File: config.mk
export PLATFORM = sky130hd
export DESIGN_NAME = rr_bus_arbiter8
export DESIGN_NICKNAME = d
export VERILOG_FILES = /design/src/rtl/rr_bus_arbiter8.sv
export SDC_FILE = /design/constraint.sdc
export NUM_CORES = 1
export LEC_CHECK = 0
export ABC_AREA = 1
export CAP_MARGIN = 10
export CORE_UTILIZATION = 27
export DETAILED_ROUTE_END_ITERATION = 8
export GPL_TIMING_DRIVEN = 0
export PLACE_DENSITY_LB_ADDON = 0.05
export SYNTH_ARGS = -nofsm -noshare
export SYNTH_HDL_FRONTEND = slang
export SYNTH_HIERARCHICAL = 1
export SYNTH_SLANG_ARGS = --single-unit
File: constraint.sdc
create_clock -name clk -period 2.8 [get_ports clk]
set_input_delay 0.42 -clock clk [delete_from_list [all_inputs] [get_ports clk]]
set_output_delay 0.42 -clock clk [all_outputs]
set_load 0.005 [all_outputs]
File: src/rtl/rr_bus_arbiter8.sv
// rr_bus_arbiter8 - 8-requester round-robin burst arbiter for the shared
// 32-bit 8:1 result mux. It owns the mux select, hands out a one-hot grant
// for a whole burst (closed by the owner's last flag or by the owner dropping
// its request), and presents a valid/ready handshake toward the consumer.
//
// Optional feature (compile-time macro ARB_BURST_LIMIT_EN):
//   defined   - an 8-bit beat counter force-releases a grant after MAX_BEATS
//               accepted beats when the final beat was not flagged last.
//   undefined - no counter; a grant lasts until last or abandon.
//
// The file also holds rr_bus_arbiter8_chk, the protocol checker that the
// top instantiates; it contains only assertions.

module rr_bus_arbiter8_chk (
    input logic       clk,
    input logic       rst_n,
    input logic [7:0] gnt,
    input logic [7:0] ack,
    input logic [2:0] mux_sel,
    input logic       busy
);

    // At most one requester may hold the bus.
    a_gnt_onehot0: assert property (@(posedge clk) disable iff (!rst_n)
        $onehot0(gnt));

    // At most one beat acknowledge per cycle.
    a_ack_onehot0: assert property (@(posedge clk) disable iff (!rst_n)
        $onehot0(ack));

    // A beat can only be acknowledged to the current owner.
    a_ack_in_gnt: assert property (@(posedge clk) disable iff (!rst_n)
        ((ack & ~gnt) == 8'h00));

    // busy mirrors "some grant is held".
    a_busy_gnt: assert property (@(posedge clk) disable iff (!rst_n)
        (busy == (gnt != 8'h00)));

    // While granted, the select must point at the granted requester.
    a_sel_match: assert property (@(posedge clk) disable iff (!rst_n)
        ((gnt == 8'h00) || (gnt == (8'h01 << mux_sel))));

endmodule

module rr_bus_arbiter8 #(
    parameter int PTR_INIT  = 0,
    parameter int MAX_BEATS = 16
) (
    input  logic       clk,
    input  logic       rst_n,
    input  logic [7:0] req,
    input  logic [7:0] last,
    input  logic       out_ready,
    output logic [7:0] gnt,
    output logic [2:0] mux_sel,
    output logic       out_valid,
    output logic       out_last,
    output logic [7:0] ack,
    output logic       busy
);

    // ------------------------------------------------------------------
    // Elaboration-time parameter sanity
    // ------------------------------------------------------------------
    generate
        if ((PTR_INIT < 0) || (PTR_INIT > 7)) begin : g_bad_ptr_init
            $error("rr_bus_arbiter8: PTR_INIT must be in 0..7");
        end
        if ((MAX_BEATS < 1) || (MAX_BEATS > 255)) begin : g_bad_max_beats
            $error("rr_bus_arbiter8: MAX_BEATS must be in 1..255");
        end
    endgenerate

    // ------------------------------------------------------------------
    // Constants
    // ------------------------------------------------------------------
    localparam logic [0:0] ST_IDLE  = 1'b0;
    localparam logic [0:0] ST_GRANT = 1'b1;

    localparam logic [2:0] PTR_RST  = 3'(PTR_INIT);

    // ------------------------------------------------------------------
    // Helpers
    // ------------------------------------------------------------------

    // Binary index to one-hot.
    function automatic logic [7:0] idx_to_onehot(input logic [2:0] idx);
        idx_to_onehot = 8'h01 << idx;
    endfunction

    // Round-robin pick: first set bit scanning p, p+1, ... (mod 8).
    // Returns {found, index}. Scanning from the far end lets the nearest
    // candidate overwrite the result last, so the closest to p wins.
    function automatic logic [3:0] rr_pick(input logic [7:0] r, input logic [2:0] p);
        logic [3:0] res;
        logic [2:0] idx;
        res = 4'd0;
        for (int i = 7; i >= 0; i--) begin
            idx = p + i[2:0];
            if (r[idx]) begin
                res = {1'b1, idx};
            end
        end
        return res;
    endfunction

    // ------------------------------------------------------------------
    // State
    // ------------------------------------------------------------------
    logic [0:0] state_r,  state_nxt_s;
    logic [2:0] ptr_r,    ptr_nxt_s;
    logic [7:0] gnt_r,    gnt_nxt_s;
    logic [2:0] sel_r,    sel_nxt_s;
    logic       busy_r,   busy_nxt_s;

    logic [3:0] pick_s;
    logic       owner_req_s;
    logic       owner_last_s;
    logic       out_valid_s;
    logic       accept_s;
    logic       limit_hit_s;
    logic       release_s;

    // ------------------------------------------------------------------
    // Handshake decode for the current owner
    // ------------------------------------------------------------------

    // Owner's request/last, bus valid and beat acceptance.
    always_comb begin
        owner_req_s  = req[sel_r];
        owner_last_s = last[sel_r];
        out_valid_s  = busy_r & owner_req_s;
        accept_s     = out_valid_s & out_ready;
    end

`ifdef ARB_BURST_LIMIT_EN
    // ------------------------------------------------------------------
    // Burst limit: count accepted beats, force release on the MAX_BEATS-th
    // beat unless that beat already closes the burst.
    // ------------------------------------------------------------------
    localparam logic [7:0] BEAT_LIMIT_IDX = 8'(MAX_BEATS - 1);

    logic [7:0] beat_cnt_r, beat_cnt_nxt_s;

    // The accepted beat is number beat_cnt_r+1; hit when that equals MAX_BEATS.
    always_comb begin
        limit_hit_s = accept_s & ~owner_last_s & (beat_cnt_r == BEAT_LIMIT_IDX);
    end

    // Counter clears on every release, advances on every accepted beat.
    always_comb begin
        beat_cnt_nxt_s = beat_cnt_r;
        if (release_s) begin
            beat_cnt_nxt_s = 8'd0;
        end else if (accept_s) begin
            beat_cnt_nxt_s = beat_cnt_r + 8'd1;
        end else begin
            beat_cnt_nxt_s = beat_cnt_r;
        end
    end

    // Beat counter register.
    always_ff @(posedge clk or negedge rst_n) begin
        if (!rst_n) begin
            beat_cnt_r <= 8'd0;
        end else begin
            beat_cnt_r <= beat_cnt_nxt_s;
        end
    end
`else
    // Without the limit feature a grant ends only on last or abandon.
    assign limit_hit_s = 1'b0;
`endif

    // ------------------------------------------------------------------
    // Release and arbitration
    // ------------------------------------------------------------------

    // Release on abandon, on an accepted last beat, or on the beat limit.
    always_comb begin
        release_s = busy_r & (~owner_req_s | (accept_s & owner_last_s) | limit_hit_s);
    end

    // Round-robin winner among the live requests, starting at the pointer.
    always_comb begin
        pick_s = rr_pick(req, ptr_r);
    end

    // Next-state logic for the IDLE/GRANT controller.
    always_comb begin
        state_nxt_s = state_r;
        ptr_nxt_s   = ptr_r;
        gnt_nxt_s   = gnt_r;
        sel_nxt_s   = sel_r;
        busy_nxt_s  = busy_r;
        case (state_r)
            ST_IDLE: begin
                if (pick_s[3]) begin
                    state_nxt_s = ST_GRANT;
                    gnt_nxt_s   = idx_to_onehot(pick_s[2:0]);
                    sel_nxt_s   = pick_s[2:0];
                    busy_nxt_s  = 1'b1;
                end else begin
                    state_nxt_s = ST_IDLE;
                    gnt_nxt_s   = 8'h00;
                    sel_nxt_s   = 3'd0;
                    busy_nxt_s  = 1'b0;
                end
            end
            ST_GRANT: begin
                if (release_s) begin
                    // Always return to IDLE: guarantees an idle cycle
                    // between grants and rotates priority past the owner.
                    state_nxt_s = ST_IDLE;
                    ptr_nxt_s   = sel_r + 3'd1;
                    gnt_nxt_s   = 8'h00;
                    sel_nxt_s   = 3'd0;
                    busy_nxt_s  = 1'b0;
                end else begin
                    // Stalled or mid-burst: hold everything.
                    state_nxt_s = ST_GRANT;
                    ptr_nxt_s   = ptr_r;
                    gnt_nxt_s   = gnt_r;
                    sel_nxt_s   = sel_r;
                    busy_nxt_s  = busy_r;
                end
            end
            default: begin
                state_nxt_s = ST_IDLE;
                ptr_nxt_s   = PTR_RST;
                gnt_nxt_s   = 8'h00;
                sel_nxt_s   = 3'd0;
                busy_nxt_s  = 1'b0;
            end
        endcase
    end

    // Controller registers; reset drops any grant immediately.
    always_ff @(posedge clk or negedge rst_n) begin
        if (!rst_n) begin
            state_r <= ST_IDLE;
            ptr_r   <= PTR_RST;
            gnt_r   <= 8'h00;
            sel_r   <= 3'd0;
            busy_r  <= 1'b0;
        end else begin
            state_r <= state_nxt_s;
            ptr_r   <= ptr_nxt_s;
            gnt_r   <= gnt_nxt_s;
            sel_r   <= sel_nxt_s;
            busy_r  <= busy_nxt_s;
        end
    end

    // ------------------------------------------------------------------
    // Outputs
    // ------------------------------------------------------------------
    assign gnt       = gnt_r;
    assign mux_sel   = sel_r;
    assign busy      = busy_r;
    assign out_valid = out_valid_s;
    assign out_last  = out_valid_s & owner_last_s;
    assign ack       = accept_s ? idx_to_onehot(sel_r) : 8'h00;

    // ------------------------------------------------------------------
    // Protocol checker
    // ------------------------------------------------------------------
    rr_bus_arbiter8_chk u_chk (
        .clk     (clk),
        .rst_n   (rst_n),
        .gnt     (gnt_r),
        .ack     (ack),
        .mux_sel (sel_r),
        .busy    (busy_r)
    );

endmodule

Yosys cells after proc, flatten, opt, wreduce, memory -nomap -nowiden. Cells that the tools add are included.

Add/subtract/negate cells: 8. Multiply operators: 0. Divide/modulo/power cells: 0. Order comparisons: 9. Eq/ne operators: 1. Shifts and indexed selects: 2. Multiplexer cells: 40. Bitwise gates (word level): 8. Reductions and logical operators: 1.

Operators by type and width (count): $lt A3 B4 Y1 const B (9); $mux W4 (8); $bmux W1 S3 (10); $mux W8 (3); $pmux W8 S2 (1); $shl A1 B3 Y8 const A (2); $mux W1 (13); $add A3 B3 Y3 const B (4); $add A3 B1 Y3 const B (2); $add A3 B2 Y3 const B (2); $mux W3 (2); $pmux W3 S2 (1); $and A1 B1 Y1 (5); $pmux W1 S2 (2); $ne A2 B1 Y1 const B (1); $not A1 Y1 (2); $reduce_and A2 Y1 (1); $or A1 B1 Y1 (1).

Register bits: 16. Latch bits: 0. Memory bits (writable): 0. Memory bits (read-only): 0. Input bits: 19. Output and inout bits: 22. Logic and storage cells: 74. Memories: 0.

Depth between registers and ports, before layout.
Depth in word-level cells: 14. Depth in mapped cells: 19.

Worst setup path after synthesis. No wires, ideal clock.

Path type: register to register. Start point: register ptr_r[1]. End point: register gnt_r[5], in the netlist gnt[5]. Library setup time: 117 ps. Arrival: 1982 ps. Data required time: 2683 ps. Path slack: 701 ps. Cell stages (with the launch flop): 16. Path buffers: 1. Clock period less this slack: 2099 ps. Cell sequence: dfrtp_1 inv_4 ha_1 buf_4 inv_1 nand3_1 nand3_2 nand2_2 nor2_1 nand3_2 o21ai_2 nor2_1 nand2_1 inv_2 nand3_1 nand2_1.

Word-level cells in the longest chain between the ends: 14. Elaborated cells on any way between the ends: 34. Classes of those cells: add/sub: 7; shift: 1; mux: 26.

Ends and longest elaborated chain: from (decl) (line 111) `logic [2:0] ptr_r, ptr_nxt_s;`; from (signal assigned) (line 248) `ptr_r <= ptr_nxt_s;`; $add A3 B3 Y3 (line 99) `idx = p + i[2:0];`; $bmux W1 S3 (line 100) `if (r[idx]) begin`; $mux W1 (implied by the code) (line 100); $mux W4 (7 in a row) (line 100); $mux W4 (*) (line 100); $shl A1 B3 Y8 (line 88) `idx_to_onehot = 8'h01 << idx;`; $mux W8 (*) (line 198) `if (pick_s[3]) begin`; $pmux W8 S2 (*) (line 196) `case (state_r)`; to (signal assigned) (line 249) `gnt_r <= gnt_nxt_s;`; to (decl) (line 112) `logic [7:0] gnt_r, gnt_nxt_s;`.

Every way passes the cells marked *; elsewhere a longest branch is shown, timed or not. The select of a mux whose other input is x is not followed. A chain may end at the register's enable or synchronous reset.

Worst setup path in the final report.
Start point: input req[4]. End point: output ack[4].

Word-level cells in the longest chain between the ends: 5.

Ends and longest elaborated chain: from (decl) (line 51) `input logic [7:0] req,`; $bmux W1 S3 (line 130) `owner_req_s = req[sel_r];`; $mux W1 (implied by the code) (line 130); $and A1 B1 Y1 (line 132) `out_valid_s = busy_r & owner_req_s;`; $and A1 B1 Y1 (line 133) `accept_s = out_valid_s & out_ready;`; $mux W8 (line 263) `assign ack = accept_s ? idx_to_onehot(sel_r) : 8'h00;`; to (decl) (line 58) `output logic [7:0] ack,`.

No other way between the ends. The select of a mux whose other input is x is not followed.

==> results by group <==
Clock network
  • H-Tree Depth: 1
  • Clock root cell: clkbuf_8
  • Clock Tree Buf Depth: 2
  • Hold_buf cts: 0
  • Clock sink total: 16
  • Clock-pin slew on the worst setup and hold paths: 0.06 ns
  • CTS tree: yes
  • Clock Latency Late Sink: 0.25 ns
  • CTS buffer count: 3

STA
  • Final Cycle Share: 95.8%
  • Slew @ Worst Pin: 0.743 ns
  • Final worst setup slack: 0.117 ns
  • Max Clock Freq: 373 MHz
  • RSZ-0062 raised after global routing: no
  • Max-slew headroom: 50.3%
  • Max Slew Vio Count: 0
  • Final Hold Vio Count: 0
  • Post-layout min period: 2.68 ns
  • Final setup vio count: 0
  • Final setup TNS: 0 ns
  • Worst Clk Skew: 0.00383 ns

Finish
  • Area Overhead vs Synth: 36.3%
  • Layout Nets: 327
  • Commonest cells after routing, fill and taps aside: 76 x nand2_1, 36 x clkdlybuf4s50_1, 30 x nand3_1
  • FILL cells: 635
  • Fraction of layout cells with a size suffix above 1: 19.5%
  • Fin cells: 370
  • Diode count: 0
  • Commonest non-fill, non-tap cell in the layout: nand2_1

Drt
  • Total number of vias: 1702
  • Remaining antenna violation count: 0
  • # DRC: 0
  • WL final: 4.75 mm
  • Post-DR wirelength/cell: 12.8 microns
  • Vias per cell: 4.60
  • DR iter-0 viols: 67
  • Drt pass-1 iters: 4

Synthesis
  • Synth area leaders: dfrtp_1 25%, nand2_1 18%, nand3_1 9.2%
  • Unique masters post-synth: 28
  • Synth Warn #: 6
  • Synth top area share: 24.7%
  • Synth Area in Simple Gates: 49.1%
  • FFs w/ async S/R, synth: 100%
  • Post-Syn Area per Cell: 6.44 sq um
  • Top FF cell, synth: dfrtp_1
  • Post-synth EDFFs: 0
  • Mux contribution to synthesized area: 0%
  • Xor and xnor area share after synthesis: 0%
  • Post-synthesis sequential area ratio: 24.7%
  • Synth Area in Compound Gates: 10.7%
  • Largest family of logic cells by synthesized area: simple AND/OR/NAND/NOR gates
  • Flops & latches, synth: 16
  • Syn nets: 279
  • Synth Instances: 252
  • Adder-cell area share of the yosys netlist: 6.16%
  • Synth area leader: dfrtp_1
  • Mapped cell area: 1620 sq um

Place
  • Port Buffers: 40
  • Routability cong.: 0.767
  • Dpl hpwl: 3.79 mm
  • Pre-CTS WS: -0.0765 ns
  • DP Cell Count: 364

Floorplan
  • Top Ports: 41
  • Row Count: 27
  • Starting Density: 28.8%
  • Die Ht: 79.6 microns
  • Die area: 6330 sq um
  • Core area: 5640 sq um
  • Die Wd: 79.6 microns

GRT
  • Largest net degree at the start of global routing: 17
  • Initial antenna violation count: 0
  • GRT Residual Overflow: 0
  • GRT Util Overall: 15.5%
  • Vias in the first global route: 1607
  • First-pass GRT wire length: 7.75 mm

Worst setup path
  • CP peak stage delay: 0.54 ns
  • Most used cell, CP: clkdlybuf4s50_1
  • Worst path required time: 2.38 ns
  • CP bufs+invs: 2
  • CP cell instances: clkdlybuf4s50_1, nor2_1, o221ai_1, o21a_1, and2_4, nand2_4, nor3_1, clkdlybuf4s50_1
  • CP arrival: 2.26 ns
  • Crit start category: primary input
  • Worst path slowest cell: clkdlybuf4s50_1
  • Worst Setup End Kind: primary output
  • Crit Path Category: in2out
  • CP max FO: 8
  • Largest delay share family, worst path: buffers and inverters

Power
  • Pwr/cell area: 1420 nW/um^2
  • Worst vdd ir: 0.000466 V
  • Overall power: 3150 uW
  • Leak: 0.00111 uW

Flow run
  • Total of max-cap violations: 0

Run status
  • Outcome: finished clean

Min path
  • Hold Crit Class: reg2reg
[per-stage QoR]
step | hold slack (ns) | instance area [sq um] | utilization [%]
floorplan | 0.124 | 1620 | -
global placement | 0.466 | 2110 | 37.5
detailed placement | 0.465 | 2110 | 37.5
CTS | 0.482 | 2160 | 38.3
global route | 0.496 | 2210 | 39.2
finish | 0.481 | 2210 | 39.2
[worst paths after layout]
| path | startpoint | end | slack, ns | depth (start not counted) |
|---|---|---|---|---|
| worst max-delay path | req[4] | ack[4] | 0.12 | 8 |
| worst min register to register | gnt[7] | gnt[7] | 0.48 | 2 |
| max in group asynchronous | rst_n | gnt[1] | 1.72 | 1 |
| worst max register to register | ptr_r[1] | gnt[5] | 0.22 | 15 |
| worst min-delay path | gnt[7] | gnt[7] | 0.48 | 2 |
| min in group asynchronous | rst_n | state_r | 0.62 | 1 |
[worst register-to-register path: stages (launching register included)]
cell and delay, ns:
dfrtp_1 0.52, inv_4 0.12, ha_1 0.29, buf_4 0.17, inv_1 0.16, nand3_1 0.16, nand3_1 0.17, nand2_2 0.11
nor2_1 0.12, nand2_2 0.08, o21ai_2 0.19, nor2_1 0.06, nand2_1 0.11, inv_2 0.07, nand3_1 0.09, nand2_1 0.06
[cell usage after synthesis, types with 2 or more instances]
cell / number
a21oi_1: 10
a21oi_2: 2
buf_4: 4
clkinv_2: 3
dfrtp_1: 16
ha_1: 8
inv_1: 18
inv_2: 8
nand2_1: 77
nand2_2: 14
nand3_1: 30
nand3_2: 12
nand4_1: 4
nor2_1: 16
nor3_1: 7
o21a_1: 2
o21ai_0: 6
o21ai_1: 3
o22ai_1: 3
[power breakdown]
| part | leakage, uW | switching (uW) | total [uW] | internal, uW |
|---|---|---|---|---|
| clock network | 0.0000216 | 73.5 | 169 | 95.2 |
| registers | 0.000206 | 106 | 419 | 313 |
| logic | 0.000879 | 1640 | 2560 | 916 |
[flip-flops by register name (all words and copies together) (netlist names)]
signal and flops:
state_r 1, gnt 8, busy 1, mux_sel 3, ptr_r 3
[layer usage]
layer / track usage [%] / part of all wire, % / up-vias
met2: 27.2 / 49 / 26
met5: 0 / 0 / -
li1: - / - / 923
met1: 20.7 / 48 / 751
met4: 2.73 / 0.36 / 0
met3: 1.26 / 2.5 / 2
[cell families after synthesis]
| logic type | count (synthesis) |
|---|---|
| AND/OR/NAND/NOR | 164 |
| buffers and inverters | 35 |
| AO/OA/AOI/OAI | 29 |
| flip-flops | 16 |
| adder cells (fa/ha/maj) | 8 |
[cell type report]
type	count	area, sq um	area share (%)
well taps	72	90.1	4.07
multi-input cells	201	1090	49.3
clock buffers	3	41.3	1.87
plain buffers	3	22.5	1.02
inverters	31	131	5.94
repair buffers	44	437	19.7
flip-flops and latches	16	400	18.1
[what timing repair did]
| action | 4_1_cts | 5_1_grt |
|---|---|---|
| setup endpoints to repair | 8 | 8 |
| setup buffers | 1 | 3 |
| pin swaps | 0 | 1 |
| gates resized for setup | 3 | 9 |
| hold endpoints to repair | 0 | 0 |
Power figures use the tool's default switching activity.
